[config.mk]
export PLATFORM = sky130hd
export DESIGN_NAME = m68k_bus_ctrl
export DESIGN_NICKNAME = d
export VERILOG_FILES = /design/src/rtl/m68k_bus_ctrl_pkg.sv /design/src/rtl/m68k_region_decode.sv /design/src/rtl/m68k_bus_ctrl.sv
export SDC_FILE = /design/constraint.sdc
export NUM_CORES = 1
export LEC_CHECK = 0
export BUFFER_PORTS_ARGS = -buffer_cell sky130_fd_sc_hd__buf_2
export CAP_MARGIN = 20
export CORE_UTILIZATION = 51
export CTS_CLUSTER_DIAMETER = 50
export CTS_CLUSTER_SIZE = 28
export DETAILED_ROUTE_END_ITERATION = 8
export MAX_ROUTING_LAYER = met4
export PLACE_DENSITY = 0.86
export SLEW_MARGIN = 20
export SYNTH_ARGS = -nofsm -noshare
export SYNTH_HDL_FRONTEND = slang
export SYNTH_SLANG_ARGS = --single-unit
[constraint.sdc]
create_clock -name clk -period 6.86 [get_ports clk]
set_clock_uncertainty 0.1 [all_clocks]
set_input_delay 1.029 -clock clk [delete_from_list [all_inputs] [get_ports clk]]
set_output_delay 1.029 -clock clk [all_outputs]
set_load 0.01 [all_outputs]
[src/rtl/m68k_bus_ctrl_pkg.sv]
// Shared types and helpers for the 68000 bus cycle controller:
// state/kind encodings, the IACK function code and saturating counter steps.
package m68k_bus_ctrl_pkg;

    localparam int ADDR_W = 24;
    localparam int WAIT_W = 4;
    localparam int TO_W   = 8;

    localparam logic [2:0] FC_IACK = 3'b111;

    typedef enum logic [2:0] {
        ST_IDLE = 3'd0,
        ST_WAIT = 3'd1,
        ST_ACK  = 3'd2,
        ST_BERR = 3'd3,
        ST_IACK = 3'd4
    } state_t;

    // What the decoded cycle turned out to be; resolved one clk after decode.
    typedef enum logic [1:0] {
        KIND_MEM      = 2'd0,
        KIND_IACK     = 2'd1,
        KIND_UNMAPPED = 2'd2
    } kind_t;

    function automatic logic [TO_W-1:0] sat_inc(input logic [TO_W-1:0] v);
        return (v == '1) ? v : v + 1'b1;
    endfunction

    function automatic logic [WAIT_W-1:0] sat_dec(input logic [WAIT_W-1:0] v);
        return (v == '0) ? v : v - 1'b1;
    endfunction

endpackage

[src/rtl/m68k_region_decode.sv]
// Combinational base/mask region decoder; the lowest matching region index wins.
module m68k_region_decode
    import m68k_bus_ctrl_pkg::*;
#(
    parameter int                            C_REGIONS = 4,
    parameter logic [C_REGIONS*ADDR_W-1:0]   C_BASE    = '0,
    parameter logic [C_REGIONS*ADDR_W-1:0]   C_MASK    = '0
) (
    input  logic [22:0]          addr,
    output logic                 hit,
    output logic [2:0]           idx,
    output logic [C_REGIONS-1:0] onehot
);

    logic [ADDR_W-1:0] baddr;
    assign baddr = {addr, 1'b0};

    // Scan from the top down so a lower index overwrites any higher match.
    always_comb begin
        hit    = 1'b0;
        idx    = '0;
        onehot = '0;
        for (int i = C_REGIONS - 1; i >= 0; i--) begin
            if ((baddr & C_MASK[i*ADDR_W +: ADDR_W]) ==
                (C_BASE[i*ADDR_W +: ADDR_W] & C_MASK[i*ADDR_W +: ADDR_W])) begin
                hit       = 1'b1;
                idx       = 3'(i);
                onehot    = '0;
                onehot[i] = 1'b1;
            end
        end
    end

endmodule

[src/rtl/m68k_bus_ctrl.sv]
// 68000 bus cycle controller: region decode, wait states, slave ready,
// autovectored IACK and bus-error timeout in front of the fx68k core.
module m68k_bus_ctrl
    import m68k_bus_ctrl_pkg::*;
#(
    parameter int                                C_REGIONS       = 4,
    parameter logic [C_REGIONS*ADDR_W-1:0]       C_BASE          = {24'h060000, 24'h040000, 24'h020000, 24'h000000},
    parameter logic [C_REGIONS*ADDR_W-1:0]       C_MASK          = {4{24'hFE0000}},
    parameter logic [C_REGIONS*WAIT_W-1:0]       C_WAIT          = '0,
    parameter logic [C_REGIONS-1:0]              C_READY_EN      = '0,
    parameter int                                C_TIMEOUT       = 255,
    parameter bit                                C_UNMAPPED_BERR = 1'b1
) (
    input  logic                    clk,
    input  logic                    reset,
    input  logic                    as_n,
    input  logic                    rw,
    input  logic                    uds_n,
    input  logic                    lds_n,
    input  logic [22:0]             addr,
    input  logic [2:0]              fc,
    input  logic [C_REGIONS-1:0]    ready,
    input  logic [16*C_REGIONS-1:0] rdata_i,
    output logic                    dtack_n,
    output logic                    berr_n,
    output logic                    vpa_n,
    output logic [C_REGIONS-1:0]    cs,
    output logic                    we,
    output logic [1:0]              be,
    output logic [15:0]             rdata_o,
    output logic                    busy
);

    localparam logic [TO_W-1:0] TO_LIMIT = TO_W'(C_TIMEOUT);

    logic                 dec_hit;
    logic [2:0]           dec_idx;
    logic [C_REGIONS-1:0] dec_onehot;

    m68k_region_decode #(
        .C_REGIONS (C_REGIONS),
        .C_BASE    (C_BASE),
        .C_MASK    (C_MASK)
    ) u_decode (
        .addr   (addr),
        .hit    (dec_hit),
        .idx    (dec_idx),
        .onehot (dec_onehot)
    );

    state_t               state_q, state_d;
    kind_t                kind_q, kind_d;
    logic [2:0]           idx_q, idx_d;
    logic                 rw_q, rw_d;
    logic                 armed_q, armed_d;
    logic [WAIT_W-1:0]    wait_cnt_q, wait_cnt_d;
    logic [TO_W-1:0]      to_cnt_q, to_cnt_d;
    logic [C_REGIONS-1:0] cs_q, cs_d;
    logic [1:0]           be_q, be_d;
    logic                 we_q, we_d;
    logic [15:0]          rdata_q, rdata_d;
    logic                 busy_q, busy_d;
    logic                 dtack_n_q, dtack_n_d;
    logic                 berr_n_q, berr_n_d;
    logic                 vpa_n_q, vpa_n_d;

    logic [WAIT_W-1:0]    wait_ld;
    logic                 rdy_ok;
    logic [15:0]          rdata_sel;

    // Per-region parameter and data selection: wait load uses the live decode,
    // ready and read data use the region latched at decode.
    always_comb begin
        wait_ld   = '0;
        rdy_ok    = 1'b1;
        rdata_sel = '0;
        for (int i = 0; i < C_REGIONS; i++) begin
            if (dec_idx == 3'(i)) begin
                wait_ld = C_WAIT[i*WAIT_W +: WAIT_W];
            end
            if (idx_q == 3'(i)) begin
                rdy_ok    = !C_READY_EN[i] || ready[i];
                rdata_sel = rdata_i[i*16 +: 16];
            end
        end
    end

    always_comb begin
        state_d    = state_q;
        kind_d     = kind_q;
        idx_d      = idx_q;
        rw_d       = rw_q;
        armed_d    = armed_q;
        wait_cnt_d = wait_cnt_q;
        to_cnt_d   = to_cnt_q;
        cs_d       = cs_q;
        be_d       = be_q;
        we_d       = 1'b0;
        rdata_d    = rdata_q;
        busy_d     = busy_q;

        unique case (state_q)
            ST_IDLE: begin
                if (as_n) begin
                    armed_d = 1'b1;
                end else if (armed_q) begin
                    armed_d  = 1'b0;
                    busy_d   = 1'b1;
                    be_d     = {~uds_n, ~lds_n};
                    rw_d     = rw;
                    idx_d    = dec_idx;
                    to_cnt_d = '0;
                    state_d  = ST_WAIT;
                    if (fc == FC_IACK) begin
                        kind_d     = KIND_IACK;
                        cs_d       = '0;
                        wait_cnt_d = '0;
                    end else if (!dec_hit) begin
                        kind_d     = KIND_UNMAPPED;
                        cs_d       = '0;
                        wait_cnt_d = '0;
                    end else begin
                        kind_d     = KIND_MEM;
                        cs_d       = dec_onehot;
                        wait_cnt_d = wait_ld;
                    end
                end
            end
            ST_WAIT: begin
                // CPU withdrew the strobe: abandon the cycle without side effects.
                if (as_n) begin
                    state_d = ST_IDLE;
                    cs_d    = '0;
                    busy_d  = 1'b0;
                end else begin
                    unique case (kind_q)
                        KIND_IACK: state_d = ST_IACK;
                        KIND_UNMAPPED: begin
                            if (C_UNMAPPED_BERR) begin
                                state_d = ST_BERR;
                            end else begin
                                state_d = ST_ACK;
                                rdata_d = 16'hFFFF;
                            end
                        end
                        default: begin
                            // Timeout is checked first so it wins a tie with the wait count.
                            if (to_cnt_q == TO_LIMIT) begin
                                state_d = ST_BERR;
                                cs_d    = '0;
                            end else if (wait_cnt_q == '0 && rdy_ok) begin
                                state_d = ST_ACK;
                                rdata_d = rdata_sel;
                                we_d    = ~rw_q;
                            end else begin
                                wait_cnt_d = sat_dec(wait_cnt_q);
                                to_cnt_d   = sat_inc(to_cnt_q);
                            end
                        end
                    endcase
                end
            end
            ST_ACK, ST_BERR, ST_IACK: begin
                if (as_n) begin
                    state_d = ST_IDLE;
                    cs_d    = '0;
                    busy_d  = 1'b0;
                end
            end
            default: state_d = ST_IDLE;
        endcase

        dtack_n_d = (state_d != ST_ACK);
        berr_n_d  = (state_d != ST_BERR);
        vpa_n_d   = (state_d != ST_IACK);
    end

    always_ff @(posedge clk or posedge reset) begin
        if (reset) begin
            state_q    <= ST_IDLE;
            kind_q     <= KIND_MEM;
            idx_q      <= '0;
            rw_q       <= 1'b1;
            armed_q    <= 1'b0;
            wait_cnt_q <= '0;
            to_cnt_q   <= '0;
            cs_q       <= '0;
            be_q       <= '0;
            we_q       <= 1'b0;
            rdata_q    <= '0;
            busy_q     <= 1'b0;
            dtack_n_q  <= 1'b1;
            berr_n_q   <= 1'b1;
            vpa_n_q    <= 1'b1;
        end else begin
            state_q    <= state_d;
            kind_q     <= kind_d;
            idx_q      <= idx_d;
            rw_q       <= rw_d;
            armed_q    <= armed_d;
            wait_cnt_q <= wait_cnt_d;
            to_cnt_q   <= to_cnt_d;
            cs_q       <= cs_d;
            be_q       <= be_d;
            we_q       <= we_d;
            rdata_q    <= rdata_d;
            busy_q     <= busy_d;
            dtack_n_q  <= dtack_n_d;
            berr_n_q   <= berr_n_d;
            vpa_n_q    <= vpa_n_d;
        end
    end

    assign dtack_n = dtack_n_q;
    assign berr_n  = berr_n_q;
    assign vpa_n   = vpa_n_q;
    assign cs      = cs_q;
    assign we      = we_q;
    assign be      = be_q;
    assign rdata_o = rdata_q;
    assign busy    = busy_q;

endmodule

After elaboration in Yosys (flattened, before gate mapping)
Cells that the tools add are included.

Bits in registers: 49. Bits of input ports: 100. Output and inout port bits: 27. Logic and storage cells: 124.

Add/sub/neg operators: 2. Equality and inequality tests: 27. Muxes and demuxes: 59. Bitwise gates (word level): 6. Reductions and logical operators: 15.

Operators with widths (count): 2-to-1 mux 4 bit (18); 2-to-1 mux 16 bit (4); 2-to-1 mux 8 bit (6); 2-to-1 mux 3 bit (9); zero test 24 bit (1); case mux 8 bit (2 select lines) (1); equality test 7 x 2 -> 1 bit (second input constant) (2); != test 2 bit (second input constant) (7); 2-to-1 mux 1 bit (13); equality test 3 x 2 -> 1 bit (second input constant) (4); case mux 4 bit (3 select lines) (1); != test 3 bit (second input constant) (3); case mux 3 bit (3 select lines) (1); adder 8 x 1 -> 8 bit (second input constant) (1); equality test 8 bit (second input constant) (1); case mux 4 bit (2 select lines) (1); equality test 7 x 1 -> 1 bit (second input constant) (1); AND reduction 7 bit (1); equality test 3 x 1 -> 1 bit (second input constant) (2); equality test 3 bit (second input constant) (2); zero test 3 bit (2); 2-to-1 mux 2 bit (3); != test 3 x 2 -> 1 bit (second input constant) (2); inverter 1 bit (6); 16 further kinds (17).

Longest topological paths before layout
Depth in word-level cells: 10. Mapped depth: 7. Gate-level depth less buffers: 7.

Modules after synthesis
A second synthesis with hierarchy kept.

Cell total of the unflattened synthesis: 273. Area total of the unflattened synthesis: 2880.3 sq um.

Modules (own cells, without submodules): m68k_bus_ctrl (times used 1, cells an instance 259, area each 2785.2 sq um, seq. area each 1231.2 sq um); m68k_region_decode (times used 1, cells an instance 14, area each 95.1 sq um, seq. area each 0.0 sq um).

Worst setup path after synthesis
Ideal clock, no wire load.

Kind: input to register. From: in as_n. To: reg rdata_q[0] (netlist: rdata_o[0]). Library setup time: 125 ps. Arrival: 2338 ps. Required time: 6635 ps. Path slack: 4297 ps. Cell stages on the path: 5. Path buffers: 2. Cell sequence: nor4b_4 > or4b_1 > buf_6 > buf_12 > mux2_4.

Cells in the longest elaborated chain, start to end: 2.

Ends and longest elaborated chain: from (decl) (line m68k_bus_ctrl.sv:16) `input logic as_n,`; inverter 1 bit (no source line); AND reduction 5 bit (no source line); to (signal assigned) (line m68k_bus_ctrl.sv:206) `rdata_q <= rdata_d;`; to (decl) (line m68k_bus_ctrl.sv:61) `logic [15:0] rdata_q, rdata_d;`.

No other way between the ends. A chain may end at the register's enable or synchronous reset.

Worst setup path after layout
From: in as_n. To: reg rdata_q[2] (netlist: rdata_o[2]).

Same word-level chain as after synthesis.

==> flow_metrics.tcl <==
set metrics [dict create \
    worst_pin_slew_ns 0.974 \
    hold_buffers 0 \
    worst_hold_path_type "reg -> reg" \
    placed_cells 392 \
    timing.final.crit_share_pct 40.9 \
    die-area_sq_um 5670 \
    drt-vias-per-instance 5.66 \
    power_frac_comb_pct 43.8 \
    mappedNetlistArea_sq_um 2740 \
    grt_most_used_layer "met2" \
    first_global_vias 2064 \
    die_h_um 75.3 \
    setup.worst_path.start_class "input pin" \
    worstSetupPathType "in -> reg" \
    post-route-min-period_ns 2.81 \
    ys.flop_type "sky130_fd_sc_hd__dfrtp_1" \
    synth_compound_area_share_pct 7.07 \
    postRouteAntennaNets 0 \
    worst_setup_path_end_kind "register" \
    design.portCount 127 \
    global_route_wire_length_before_repair_mm 9.60 \
    power_frac_seq_pct 40.8 \
    htree_depth 2 \
    post_synth_num_cell_types 42 \
    synthArstFlopShare_pct 100 \
    antenna-diode-count 0 \
    totalNegativeSetupSlack_ns 0 \
    areal_power_density_over_the_cells_nw_per_um2 331 \
    critPathRequiredTime_ns 6.94 \
    post_synth_xor_area_fraction_pct 0 \
    nFillCells 399 \
    path_clk_slew_ns 0.08 \
    fin_ws_ns 4.05 \
    gp_congestion 0.760 \
    detailed_place.area_sq_um 3270 \
    max_freq_mhz 356 \
    antenna_violations_before_repair 0 \
    worst-path-max-fanout 17 \
    cts_buffers 5 \
    detailroute.via_count 2262 \
    post_synth_and_or_nand_nor_area_fraction_pct 14.9 \
    timing_hold_violations_final 0 \
    run_status "complete, no violations" \
    drt_pass1_iterations 4 \
    clkPwrFrac_pct 15.4 \
    cts_tree "built" \
    grt-ovfl-total 0 \
    average_wire_per_cell_in_the_routed_design_um 15.9 \
    gr_layer_usage_met3_pct 3.31 \
    final_net_count 433 \
    layout-area-overhead-vs-synth_pct 23.0 \
    crit_arrival_ns 2.89 \
    number_of_flops_mapped_to_enable_cells_by_yosys 0 \
    power_report.internal_total_uw 701 \
    clock_tree.buffer_depth 2 \
    worst-r2r-setup-slack_ns 4.21 \
    power.switching_fraction_pct 37.2 \
    gr-usage-met1_pct 31.3 \
    timing.slew.headroom_pct 35.1 \
    grt_util_all_layers_pct 23.4 \
    post-cts-setup-buffer-count 0 \
    synth_warnings 0 \
    mostFrequentLayoutCell "sky130_fd_sc_hd__buf_2" \
    clock_tree.root_cell "sky130_fd_sc_hd__clkbuf_8" \
    core_sq_um 5140 \
    detail_route.wirelength_mm 6.35 \
    post_cts.resized_instances 0 \
    num_rows 26 \
    static-leakage-power_uw 0.00163 \
    setup_viol 0 \
    post_layout_nonfiller_instances 400 \
    synth-seq-cells 48 \
    synth-adder-area-share_pct 1.83 \
    numPortBuffers 106 \
    mappedNetlistNets 335 \
    initial_core_util_pct 53.3 \
    grt.met2_usage_pct 37.2 \
    max-cap-violations 0 \
    leading_cell_types_in_the_layout_fill_and_taps_excluded "sky130_fd_sc_hd__buf_2, sky130_fd_sc_hd__dfrtp_1, sky130_fd_sc_hd__nand2_1" \
    muxShareOfSynthArea_pct 27.0 \
    postSynthCellCount 231 \
    placement.setup.worst_slack_ns 3.77 \
    largest_vdd_supply_drop_uv 183 \
    switching_power_uw 416 \
    fin_util_pct 65.6 \
    largest_net_degree_at_the_start_of_global_routing 49 \
    fin_area_sq_um 3370 \
    drc 0 \
    fp.dieW_um 75.3 \
    rsz0062_at_grt "no" \
    timing.final.max_slew_violations 0 \
    clock-sinks 48 \
    dr.first_iter.drc_count 163 \
    synth_top_family_by_area "multiplexers" \
    ys_seq_area_share_pct 44.0 \
    synth_area_per_cell_sq_um 11.9 \
    drive_gt1_share_pct 48.5 \
    worst_skew_pair.late_latency_ns 0.30 \
    detailed_place_hpwl_mm 4.68 \
]
==> layout make-up <==
type	instances	area, sq um	share of cell area (%)
multi-input cells	153	1400	41.5
flip-flops and latches	48	1210	35.8
repair buffers	106	531	15.7
clock buffers	8	90.1	2.67
well taps	70	87.6	2.60
inverters	15	57.6	1.71
==> cell families after synthesis <==
family,count (synthesis)
multiplexers,48
AND/OR/NAND/NOR,71
AO/OA/AOI/OAI,30
flip-flops,48
adder cells (fa/ha/maj),4
buffers and inverters,30
==> metal layers <==
layer | up-vias | wire length, um | part of all wire [%]
met5 | - | 0 | 0
met4 | 0 | 114 | 1.8
met3 | 13 | 305 | 4.8
met2 | 82 | 3300 | 52
met1 | 1123 | 2630 | 41
li1 | 1044 | - | -
==> worst max-delay path: stages <==
cell and delay (ns):
sky130_fd_sc_hd__buf_2 0.15, sky130_fd_sc_hd__nor4b_4 0.31, sky130_fd_sc_hd__or4b_1 0.93, sky130_fd_sc_hd__mux2_4 0.46
==> path summary, 6_finish.rpt <==
| check | to | depth (start not counted) | start |
|---|---|---|---|
| setup / recovery | rdata_o[2] | 4 | as_n |
| hold / removal | rw_q | 2 | rw_q |
| setup reg to reg | rdata_o[2] | 5 | wait_cnt_q[0] |
| hold reg to reg | rw_q | 2 | rw_q |
| max in group asynchronous | idx_q[0] | 2 | reset |
| min in group asynchronous | rdata_o[15] | 2 | reset |
==> per-stage QoR <==
stage / total power (uW) / hold WS, ns
3_5_place_dp: 947 / 0.367
6_report: 1120 / 0.382
5_1_grt: 1200 / 0.415
2_1_floorplan: 794 / 0.339
4_1_cts: 1120 / 0.381
3_3_place_gp: 914 / 0.351
==> cells in the mapped netlist, types with 2 or more instances <==
| cell | n | area share [%] |
|---|---|---|
| sky130_fd_sc_hd__dfrtp_1 | 44 | 40 |
| sky130_fd_sc_hd__nand2_1 | 21 | 2.9 |
| sky130_fd_sc_hd__mux4_2 | 16 | 13 |
| sky130_fd_sc_hd__inv_1 | 15 | 2.1 |
| sky130_fd_sc_hd__mux2_2 | 12 | 4.9 |
| sky130_fd_sc_hd__mux2i_1 | 11 | 4.0 |
| sky130_fd_sc_hd__o21ai_0 | 11 | 2.0 |
| sky130_fd_sc_hd__mux2_4 | 9 | 4.9 |
| sky130_fd_sc_hd__nand3_1 | 8 | 1.5 |
| sky130_fd_sc_hd__clkbuf_1 | 7 | 0.96 |
| sky130_fd_sc_hd__nand2b_1 | 7 | 1.6 |
| sky130_fd_sc_hd__nor2_1 | 7 | 0.96 |
| sky130_fd_sc_hd__a211oi_1 | 5 | 1.4 |
| sky130_fd_sc_hd__a21oi_1 | 5 | 0.91 |
| sky130_fd_sc_hd__buf_2 | 5 | 0.91 |
| sky130_fd_sc_hd__dfstp_2 | 4 | 3.8 |
| sky130_fd_sc_hd__ha_1 | 4 | 1.8 |
| sky130_fd_sc_hd__or3_1 | 4 | 0.91 |
| sky130_fd_sc_hd__a2111oi_0 | 3 | 0.96 |
| sky130_fd_sc_hd__nand4_1 | 3 | 0.68 |
| sky130_fd_sc_hd__or4_1 | 3 | 0.82 |
| sky130_fd_sc_hd__and3_1 | 2 | 0.46 |
| sky130_fd_sc_hd__nor2b_1 | 2 | 0.46 |
| sky130_fd_sc_hd__nor3_1 | 2 | 0.37 |
| sky130_fd_sc_hd__nor3b_1 | 2 | 0.55 |
| sky130_fd_sc_hd__nor4bb_1 | 2 | 0.73 |
| sky130_fd_sc_hd__or2_2 | 2 | 0.46 |
==> power by group through the flow <==
stage / Combinational [uW] / Clock, uW / Sequential [uW]
2_1_floorplan: 333 / 0 / 461
3_3_place_gp: 463 / 0 / 451
3_5_place_dp: 489 / 0 / 458
4_1_cts: 490 / 174 / 454
5_1_grt: 544 / 184 / 470
6_report: 490 / 172 / 455
==> state kept, by name, indices dropped and copies added, names as in the netlist, 2 cells and up <==
register and count:
rdata_o 16, idx_q 2, be 2, state_q 3
wait_cnt_q 4, to_cnt_q 8, cs 4, kind_q 2
Power figures use the tool's default switching activity.
